==> src/rtl/mux_pkg.sv <==
// Shared definitions for the 4:1 TDM path: slot numbering (same encoding as the
// multiplexer select) and the demultiplexer lock state.
package mux_pkg;

    localparam logic [1:0] SLOT0 = 2'b00;
    localparam logic [1:0] SLOT1 = 2'b01;
    localparam logic [1:0] SLOT2 = 2'b10;
    localparam logic [1:0] SLOT3 = 2'b11;

    localparam logic [0:0] ST_IDLE = 1'b0;
    localparam logic [0:0] ST_RUN  = 1'b1;

endpackage

==> src/rtl/tdm_demultiplexer_if.sv <==
// Serial-in / parallel-out bundle of the TDM demultiplexer.
// The master drives the serial lane; the slave is the demultiplexer itself.
interface tdm_demultiplexer_if #(
    parameter int W = 1
);
    logic [W-1:0] in;
    logic         en;
    logic         sync;
    logic [W-1:0] o0;
    logic [W-1:0] o1;
    logic [W-1:0] o2;
    logic [W-1:0] o3;
    logic         s0;
    logic         s1;
    logic         frame_done;
    logic         sync_err;

    modport master (
        output in, en, sync,
        input  o0, o1, o2, o3, s0, s1, frame_done, sync_err
    );

    modport slave (
        input  in, en, sync,
        output o0, o1, o2, o3, s0, s1, frame_done, sync_err
    );
endinterface

==> src/rtl/demux_slot_ctr.sv <==
// Slot counter for the TDM demultiplexer: tracks lock state and the index of the
// next accepted sample, wrapping modulo 4 once locked.
module demux_slot_ctr (
    input  logic       clk,
    input  logic       rst,
    input  logic       i_en,
    input  logic       i_sync,
    output logic [1:0] o_slot,
    output logic       o_last,
    output logic       o_locked
);
    import mux_pkg::*;

    logic [0:0] r_state;
    logic [1:0] r_slot;

    // A sync always restarts the frame at slot 1; unlocked samples never advance.
    always_ff @(posedge clk) begin
        if (rst) begin
            r_state <= ST_IDLE;
            r_slot  <= SLOT0;
        end else if (i_en) begin
            if (i_sync) begin
                r_state <= ST_RUN;
                r_slot  <= SLOT1;
            end else if (r_state == ST_RUN) begin
                r_slot <= r_slot + 2'd1;
            end
        end
    end

    assign o_slot   = r_slot;
    assign o_last   = (r_slot == SLOT3);
    assign o_locked = (r_state == ST_RUN);

endmodule

==> src/rtl/tdm_demultiplexer.sv <==
// Registered 1-to-4 TDM demultiplexer: gathers slots 0..2 in shadow registers and
// publishes a whole frame at once when slot 3 arrives.
module tdm_demultiplexer #(
    parameter int W = 1
) (
    input  logic                 clk,
    input  logic                 rst,
    tdm_demultiplexer_if.slave   bus
);
    import mux_pkg::*;

    logic [1:0]   w_slot;
    logic         w_last;
    logic         w_locked;

    logic [W-1:0] r_sh0;
    logic [W-1:0] r_sh1;
    logic [W-1:0] r_sh2;
    logic [W-1:0] r_o0;
    logic [W-1:0] r_o1;
    logic [W-1:0] r_o2;
    logic [W-1:0] r_o3;
    logic         r_frame_done;
    logic         r_sync_err;

    demux_slot_ctr u_slot_ctr (
        .clk      (clk),
        .rst      (rst),
        .i_en     (bus.en),
        .i_sync   (bus.sync),
        .o_slot   (w_slot),
        .o_last   (w_last),
        .o_locked (w_locked)
    );

    // Outputs only ever move as a full frame; a sync mid-frame drops the shadows' meaning.
    always_ff @(posedge clk) begin
        if (rst) begin
            r_sh0        <= '0;
            r_sh1        <= '0;
            r_sh2        <= '0;
            r_o0         <= '0;
            r_o1         <= '0;
            r_o2         <= '0;
            r_o3         <= '0;
            r_frame_done <= 1'b0;
            r_sync_err   <= 1'b0;
        end else begin
            r_frame_done <= 1'b0;
            r_sync_err   <= 1'b0;
            if (bus.en) begin
                if (bus.sync) begin
                    r_sh0      <= bus.in;
                    r_sync_err <= w_locked && (w_slot != SLOT0);
                end else if (w_locked) begin
                    if (w_last) begin
                        r_o0         <= r_sh0;
                        r_o1         <= r_sh1;
                        r_o2         <= r_sh2;
                        r_o3         <= bus.in;
                        r_frame_done <= 1'b1;
                    end else begin
                        case (w_slot)
                            SLOT0:   r_sh0 <= bus.in;
                            SLOT1:   r_sh1 <= bus.in;
                            default: r_sh2 <= bus.in;
                        endcase
                    end
                end
            end
        end
    end

    assign bus.o0         = r_o0;
    assign bus.o1         = r_o1;
    assign bus.o2         = r_o2;
    assign bus.o3         = r_o3;
    assign bus.s0         = w_slot[0];
    assign bus.s1         = w_slot[1];
    assign bus.frame_done = r_frame_done;
    assign bus.sync_err   = r_sync_err;

endmodule

==> src/flat_wrapper.sv <==
// flat-port wrapper written by rule: the top's interface ports become plain ports
module tdm_demultiplexer_flat import mux_pkg::*;
#(
    parameter int W = 1
)
  (clk, rst, bus_in, bus_en, bus_sync, bus_o0, bus_o1, bus_o2, bus_o3, bus_s0, bus_s1, bus_frame_done, bus_sync_err);
  tdm_demultiplexer_if #(.W(W)) bus_i ();
  input  logic clk;
  input  logic rst;
  input wire logic [$bits(bus_i.in)-1:0] bus_in;
  input wire logic [$bits(bus_i.en)-1:0] bus_en;
  input wire logic [$bits(bus_i.sync)-1:0] bus_sync;
  output wire logic [$bits(bus_i.o0)-1:0] bus_o0;
  output wire logic [$bits(bus_i.o1)-1:0] bus_o1;
  output wire logic [$bits(bus_i.o2)-1:0] bus_o2;
  output wire logic [$bits(bus_i.o3)-1:0] bus_o3;
  output wire logic [$bits(bus_i.s0)-1:0] bus_s0;
  output wire logic [$bits(bus_i.s1)-1:0] bus_s1;
  output wire logic [$bits(bus_i.frame_done)-1:0] bus_frame_done;
  output wire logic [$bits(bus_i.sync_err)-1:0] bus_sync_err;
  assign bus_i.in = bus_in;
  assign bus_i.en = bus_en;
  assign bus_i.sync = bus_sync;
  assign bus_o0 = bus_i.o0;
  assign bus_o1 = bus_i.o1;
  assign bus_o2 = bus_i.o2;
  assign bus_o3 = bus_i.o3;
  assign bus_s0 = bus_i.s0;
  assign bus_s1 = bus_i.s1;
  assign bus_frame_done = bus_i.frame_done;
  assign bus_sync_err = bus_i.sync_err;
  tdm_demultiplexer #(.W(W)) u_core (.clk(clk), .rst(rst), .bus(bus_i));
endmodule
==> config.mk <==
export PLATFORM = sky130hd
export DESIGN_NAME = tdm_demultiplexer_flat
export DESIGN_NICKNAME = d
export VERILOG_FILES = /design/src/rtl/mux_pkg.sv /design/src/rtl/tdm_demultiplexer_if.sv /design/src/rtl/demux_slot_ctr.sv /design/src/rtl/tdm_demultiplexer.sv /design/src/flat_wrapper.sv
export SDC_FILE = /design/constraint.sdc
export NUM_CORES = 1
export LEC_CHECK = 0
export ABC_AREA = 1
export BUFFER_PORTS_ARGS = -buffer_cell sky130_fd_sc_hd__buf_4
export CELL_PAD_IN_SITES_DETAIL_PLACEMENT = 1
export CELL_PAD_IN_SITES_GLOBAL_PLACEMENT = 1
export CORE_AREA = 8 8 56 58
export CTS_BUF_LIST = sky130_fd_sc_hd__clkbuf_16
export CTS_CLUSTER_SIZE = 30
export DETAILED_ROUTE_END_ITERATION = 12
export DIE_AREA = 0 0 64 66
export GPL_ROUTABILITY_DRIVEN = 0
export PLACE_DENSITY = 0.58
export REMOVE_ABC_BUFFERS = 1
export SETUP_SLACK_MARGIN = 0.15
export SYNTH_ARGS = -nofsm -noshare
export SYNTH_HDL_FRONTEND = slang
export SYNTH_SLANG_ARGS = --single-unit
==> constraint.sdc <==
create_clock -name clk -period 1.3 [get_ports clk]
set_clock_uncertainty 0.1 [all_clocks]
set_input_delay 0.26 -clock clk [delete_from_list [all_inputs] [get_ports clk]]
set_output_delay 0.26 -clock clk [all_outputs]
set_load 0.01 [all_outputs]
==> results of run 1 <==
==> kinds of logic (layout without fill, tap and decap cells) <==
| group | count (synthesis) | count (layout) | synth area share |
|---|---|---|---|
| buffers and inverters | 10 | 29 | 0.0691 |
| AO/OA/AOI/OAI | 10 | 10 | 0.0945 |
| AND/OR/NAND/NOR | 31 | 31 | 0.279 |
| adder cells (fa/ha/maj) | 5 | 5 | 0.115 |
| flip-flops | 12 | 12 | 0.442 |
==> per-stage QoR <==
stage                     power (mW)  hold slack, ps  setup WS (ps)  std cells  utilization
after floorplan                0.432             229           79.0         68            -
after global placement         0.464             361           32.0        111        0.292
after detailed placement       0.466             361          -19.1        111        0.292
after CTS                       1.06             102            119        117        0.351
after global routing            1.11             129           74.9        117        0.378
final                           1.06             121            143        117        0.378
==> how the worst max path moves through the flow <==
| stage | from | to | slack, ps | cells past startpoint |
|---|---|---|---|---|
| global route | u_core.u_slot_ctr.o_slot[0] | u_core.r_sh0 | 70 | 7 |
| finish | u_core.u_slot_ctr.o_slot[0] | u_core.r_sh0 | 140 | 7 |
| global placement | u_core.u_slot_ctr.o_slot[1] | u_core.r_sh0 | 30 | 8 |
| detailed placement | u_core.u_slot_ctr.o_slot[0] | u_core.r_sh0 | -20 | 8 |
| floorplan | u_core.u_slot_ctr.o_slot[1] | u_core.r_sh0 | 80 | 8 |
| CTS | u_core.u_slot_ctr.o_slot[0] | u_core.r_sh0 | 120 | 7 |
==> cell usage in the layout (no fill, tap or decap), types with 2 or more instances in the layout <==
cell type,count
sky130_fd_sc_hd__buf_4,15
sky130_fd_sc_hd__dfxtp_1,10
sky130_fd_sc_hd__nor2_1,7
sky130_fd_sc_hd__nand2_1,7
sky130_fd_sc_hd__inv_1,6
sky130_fd_sc_hd__o21ai_1,4
sky130_fd_sc_hd__a21oi_1,4
sky130_fd_sc_hd__nor3_1,3
sky130_fd_sc_hd__ha_4,3
sky130_fd_sc_hd__clkbuf_16,3
sky130_fd_sc_hd__inv_4,2
sky130_fd_sc_hd__nand2_4,2
sky130_fd_sc_hd__nor2_4,2
sky130_fd_sc_hd__nand3_2,2
sky130_fd_sc_hd__nor2_2,2
sky130_fd_sc_hd__nand3_1,2
sky130_fd_sc_hd__inv_2,2
sky130_fd_sc_hd__dfxtp_4,2
==> per-layer routing <==
| layer | wire length, um | GRT usage | vias up |
|---|---|---|---|
| met3 | 37 | 0.0220 | 2 |
| met5 | 0 | 0 | - |
| met1 | 735 | 0.0941 | 238 |
| met2 | 826 | 0.134 | 8 |
| li1 | - | - | 260 |
| met4 | 31 | 0.0501 | 0 |
==> what timing repair did <==
action	in CTS	in global routing
setup endpoints to repair	11	8
pin swaps	7	7
setup buffers	2	0
gates resized for setup	17	14
==> registers in the layout, summed over array words and instances (netlist names) <==
register                    cells
u_core.r_sh2                    1
u_core.bus.o1                   1
u_core.u_slot_ctr.o_locked      1
u_core.bus.o0                   1
u_core.r_sh1                    1
u_core.bus.o2                   1
u_core.bus.frame_done           1
u_core.u_slot_ctr.o_slot        2
u_core.bus.o3                   1
u_core.r_sh0                    1
u_core.bus.sync_err             1
==> area by class of cell <==
cell class                 count  area, sq um
clock buffer                   3         75.1
clock inverter                 1         3.75
fill                         269         1440
inverter                      10         42.5
multi-input combinational     46          357
sequential                    12          248
tap                           30         37.5
timing repair buffer          15          113
==> worst max-delay path: stages (launching register included) <==
cell and delay, ps:
sky130_fd_sc_hd__dfxtp_4 370, sky130_fd_sc_hd__inv_4 80, sky130_fd_sc_hd__ha_4 140, sky130_fd_sc_hd__inv_2 30, sky130_fd_sc_hd__nor2_2 80, sky130_fd_sc_hd__nand2_2 70
sky130_fd_sc_hd__a21oi_2 120, sky130_fd_sc_hd__nor2_1 50
==> where the power goes <==
group / internal [mW] / total, mW / switching, mW
clock: 0.405 / 0.568 / 0.162
sequential: 0.376 / 0.388 / 0.0123
combinational: 0.0431 / 0.104 / 0.0604
total: 0.824 / 1.06 / 0.235
==> impl_results.md, run 1 <==
* Run status: finished clean
* Least-Margin Pin Slew at 307 ps
* Hold Path End: u_core.u_slot_ctr.o_slot[0]
* Library cell used as clock root buffer: sky130_fd_sc_hd__clkbuf_16
* Overflow left after global routing at 0
* Maximum capacitance violations at 0
* Worst skew pair latency at 240 ps
* Final setup violation count at 0
* Number of distinct standard cells referenced by the synthesized netlist at 17
* Fin area at 876 sq um
* Number of enable flip-flop cells after synthesis at 0
* Fin. Hold Viols at 0
* Leakage power of the design at 0.387 nW
* Cell type with the largest total area after synthesis: sky130_fd_sc_hd__dfxtp_1
* WS Path Type: reg2reg
* Starting density of the core at 0.234
* Tcrit/Tclk final at 0.890
* Most frequently used cell type in the post-synthesis netlist: sky130_fd_sc_hd__dfxtp_1
* Die X at 64 um
* Leading register cell type out of synthesis: sky130_fd_sc_hd__dfxtp_1
* Crit path capture type: register
* Detailed placement HPWL at 1110 um
* Power density relative to cell area at 1210 nW/um^2
* Final number of max-transition violations at 0
* Initial antenna violation count at 0
* Layout cell share with drive strength beyond 1 at 0.460
* Area of the mapped netlist at 543 sq um
* Syn-to-layout area delta at 61.3%
* DRC violation count after routing at 0
* Global router's overall resource usage at 0.0823
* Longest Clk Path Bufs at 2
* Share of synthesized area occupied by flip-flops and latches at 0.442
* End of the worst register-to-register path: u_core.r_sh0
* Reg2reg start: u_core.u_slot_ctr.o_slot[0]
* Cell types occupying the most area after synthesis: sky130_fd_sc_hd__dfxtp_1, sky130_fd_sc_hd__ha_1, sky130_fd_sc_hd__inv_1
* Worst IR Drop VDD at 0.499 mV
* Routed wire length per instance at 13.9 um
* Cell count after synthesis at 68
* I/O pins at 13
* Setup slack of the most critical reg-to-reg path at 140 ps
* Upper clock frequency limit at 865 MHz
* Min Tclk post-route at 1160 ps
* Area after detailed placement at 678 sq um
* Fraction of post-synthesis cell area in the top cell type by area at 0.442
* Total Neg Setup Slack at 0 ps
* Wire length of the first global-routing pass at 2690 um
* Via count normalized by instance count at 4.34
* Number of synthesis warnings at 0
* Hold buffer count at cts at 0
* Clock buffers created by TritonCTS at 3
* Most used standard cells in the synthesized netlist: sky130_fd_sc_hd__dfxtp_1, sky130_fd_sc_hd__inv_1, sky130_fd_sc_hd__nor2_1
* Min-delay worst type: in2reg
* Placeable core area at 2320 sq um
* Die Outline Area at 4220 sq um
* Total via count in the routed design at 508
* Cells on worst reg2reg path at 7
* Syn_area_per_cell at 7.99 sq um
* Worst Path Required at 1330 ps
* FFs w/ async S/R, synth at 0
* Register bit count reported by yosys at 12
* Number of global-route vias before repair at 525
* CTS clock-pin slew for the worst setup and hold paths at 40 ps
* Endpoint arrival time on the critical path at 1190 ps
* Drt pass-1 iters at 4
* Aggregate routed wire length at 1630 um
* Number of antenna cells inserted at 0
* Number of levels in the clock H-tree at 1
* Setup repair after global routing missed its margin: yes
* CP startpoint kind: register
* Worst-path maximum fanout at 6
* Number of core rows at 18
* Maximum number of pins on one net before global-route repair at 10
* Number of nets in the finished design at 98
* Number of cells on the worst hold path at 2
* Vertical die dimension at 66 um
* Slew HR at 0.795
* Remaining antenna violation count after routing at 0
* Hold_sp: rst
* TritonCTS clock tree: built
* Initial drt markers at 5
* Number of I/O port buffers at 12
* Clock Sink Count at 12
No activity file was read; power rests on OpenSTA's default activity.
==> run 2: changes to the inputs <==
--- a/config.mk
+++ b/config.mk
@@ -15,7 +15,7 @@
 export DETAILED_ROUTE_END_ITERATION = 12
 export DIE_AREA = 0 0 64 66
 export GPL_ROUTABILITY_DRIVEN = 0
-export PLACE_DENSITY = 0.58
+export PLACE_DENSITY = 0.61
 export REMOVE_ABC_BUFFERS = 1
 export SETUP_SLACK_MARGIN = 0.15
 export SYNTH_ARGS = -nofsm -noshare
==> run 2 against run 1 <==
Highest routed layer unchanged. Global-route usage fell by 0.34 points. Largest power group unchanged. Power fell by 0.94%. Register-to-register slack got worse by 20 ps. Sequential power barely moved.
==> impl_results.md, run 2 (synthesis gave the netlist of run 1 again) <==
* Run status: finished clean
* Biggest cell delay along the critical path at 400 ps
* Die Outline Area at 4220 sq um
* Least-Margin Pin Slew at 284 ps
* Post-route worst hold slack at 117 ps
* Initial antenna violation count at 0
* Post-Place Worst Slack at -54.7 ps
* Routed wire length per instance at 13.5 um
* Global router's overall resource usage at 0.0788
* Wire length of the first global-routing pass at 2590 um
* Maximum number of pins on one net before global-route repair at 10
* Fin area at 857 sq um
* Drt pass-1 iters at 4
* Hold buffer count at cts at 0
* Layout cell share with drive strength beyond 1 at 0.453
* Number of global-route vias before repair at 595
* Area after detailed placement at 671 sq um
* Die X at 64 um
* Endpoint arrival time on the critical path at 1210 ps
* Fin. Hold Viols at 0
* Min Tclk post-route at 1180 ps
* Total via count in the routed design at 518
* Crit path capture type: register
* Clock buffers created by TritonCTS at 3
* Worst Path Required at 1330 ps
* CTS clock-pin slew for the worst setup and hold paths at 40 ps
* Remaining antenna violation count after routing at 0
* Placeable core area at 2320 sq um
* Number of I/O port buffers at 12
* DRC violation count after routing at 0
* Maximum capacitance violations at 0
* Overflow left after global routing at 0
* Aggregate routed wire length at 1570 um
* Leakage power of the design at 0.380 nW
* Cell with the largest stage delay on the worst path: sky130_fd_sc_hd__dfxtp_4
* Cell chain of the critical path: inv_4, ha_4, inv_4, nor2_4, nand2_2, nand3_2, nand2_1, nor2_1
* Most frequent cell on the critical path: sky130_fd_sc_hd__inv_4
* Tcrit/Tclk final at 0.908
* Final critical-path setup slack at 120 ps
* CP startpoint kind: register
* Worst IR Drop VDD at 0.816 mV
* Setup repair after global routing missed its margin: yes
* Clock Sink Count at 12
* Min-delay worst type: in2reg
* Library cell used as clock root buffer: sky130_fd_sc_hd__clkbuf_16
* Power density relative to cell area at 1220 nW/um^2
* Worst skew pair latency at 240 ps
* Syn-to-layout area delta at 57.8%
* Longest Clk Path Bufs at 2
* Via count normalized by instance count at 4.47
* Worst-path maximum fanout at 6
* Final setup violation count at 0
* Number of nets in the finished design at 98
* Final number of max-transition violations at 0
* Detailed placement HPWL at 1080 um
* Number of filler instances in the final layout at 279
* I/O pins at 13
* Number of core rows at 18
* WS Path Type: reg2reg
* TritonCTS clock tree: built
* Vertical die dimension at 66 um
* Starting density of the core at 0.234
* Most used cells in the layout excluding fill and tap cells: sky130_fd_sc_hd__buf_4, sky130_fd_sc_hd__dfxtp_1, sky130_fd_sc_hd__nor2_1, sky130_fd_sc_hd__nand2_1, sky130_fd_sc_hd__inv_1
* Initial drt markers at 8
* Slew HR at 0.811
* Number of levels in the clock H-tree at 1
* Upper clock frequency limit at 848 MHz
* Number of antenna cells inserted at 0
* Leading cell type in the layout, fill and taps excluded: sky130_fd_sc_hd__buf_4
* Flip-flop count of the largest register after layout at 2
run 2: metrics by stage:
stage	TNS, ps	std cells	power, mW	utilization
finish	0	116	1.05	0.369
global route	0	116	1.10	0.369
CTS	0	115	1.05	0.349
detailed placement	-54.7	110	0.466	0.289
global placement	0	110	0.463	0.289
floorplan	0	68	0.432	-
run 2: final timing paths:
path                               start                           to  slack, ps  cells after the start
min                                  rst  u_core.u_slot_ctr.o_slot[1]        120                      2
max reg2reg  u_core.u_slot_ctr.o_slot[0]                 u_core.r_sh0        120                      8
max          u_core.u_slot_ctr.o_slot[0]                 u_core.r_sh0        120                      8
min reg2reg                 u_core.r_sh2                u_core.bus.o2        380                      2
run 2: layout make-up:
type	instances	area, sq um	share of cell area
Multi-Input combinational cell	46	339	0.396
Sequential cell	12	248	0.289
Timing Repair Buffer	15	113	0.131
Clock buffer	3	75.1	0.0876
Inverter	10	45.0	0.0526
Tap cell	30	37.5	0.0438
run 2: where the power goes:
group / leakage (nW) / internal [mW] / switching [mW]
logic: 0.244 / 0.0465 / 0.0611
clock network: 0.0370 / 0.400 / 0.153
registers: 0.0988 / 0.376 / 0.0123
run 2: routing by layer:
layer	wire length, um	GRT usage	vias up
met1	608	0.0768	246
met5	0	0	-
li1	-	-	257
met4	50	0.0446	0
met2	836	0.139	11
met3	69	0.0322	4
run 2: critical path: cells and delay by family (launching register included):
kind | cells | cell delay (ps)
fa+ha+maj | 1 | 170
flops | 1 | 400
buf+inv | 2 | 100
simple gates | 5 | 310
run 2: what timing repair did:
item | in CTS | in global routing
setup buffers | 2 | 1
resized for setup | 18 | 12
pin swaps | 6 | 13
setup endpoints to repair | 11 | 8
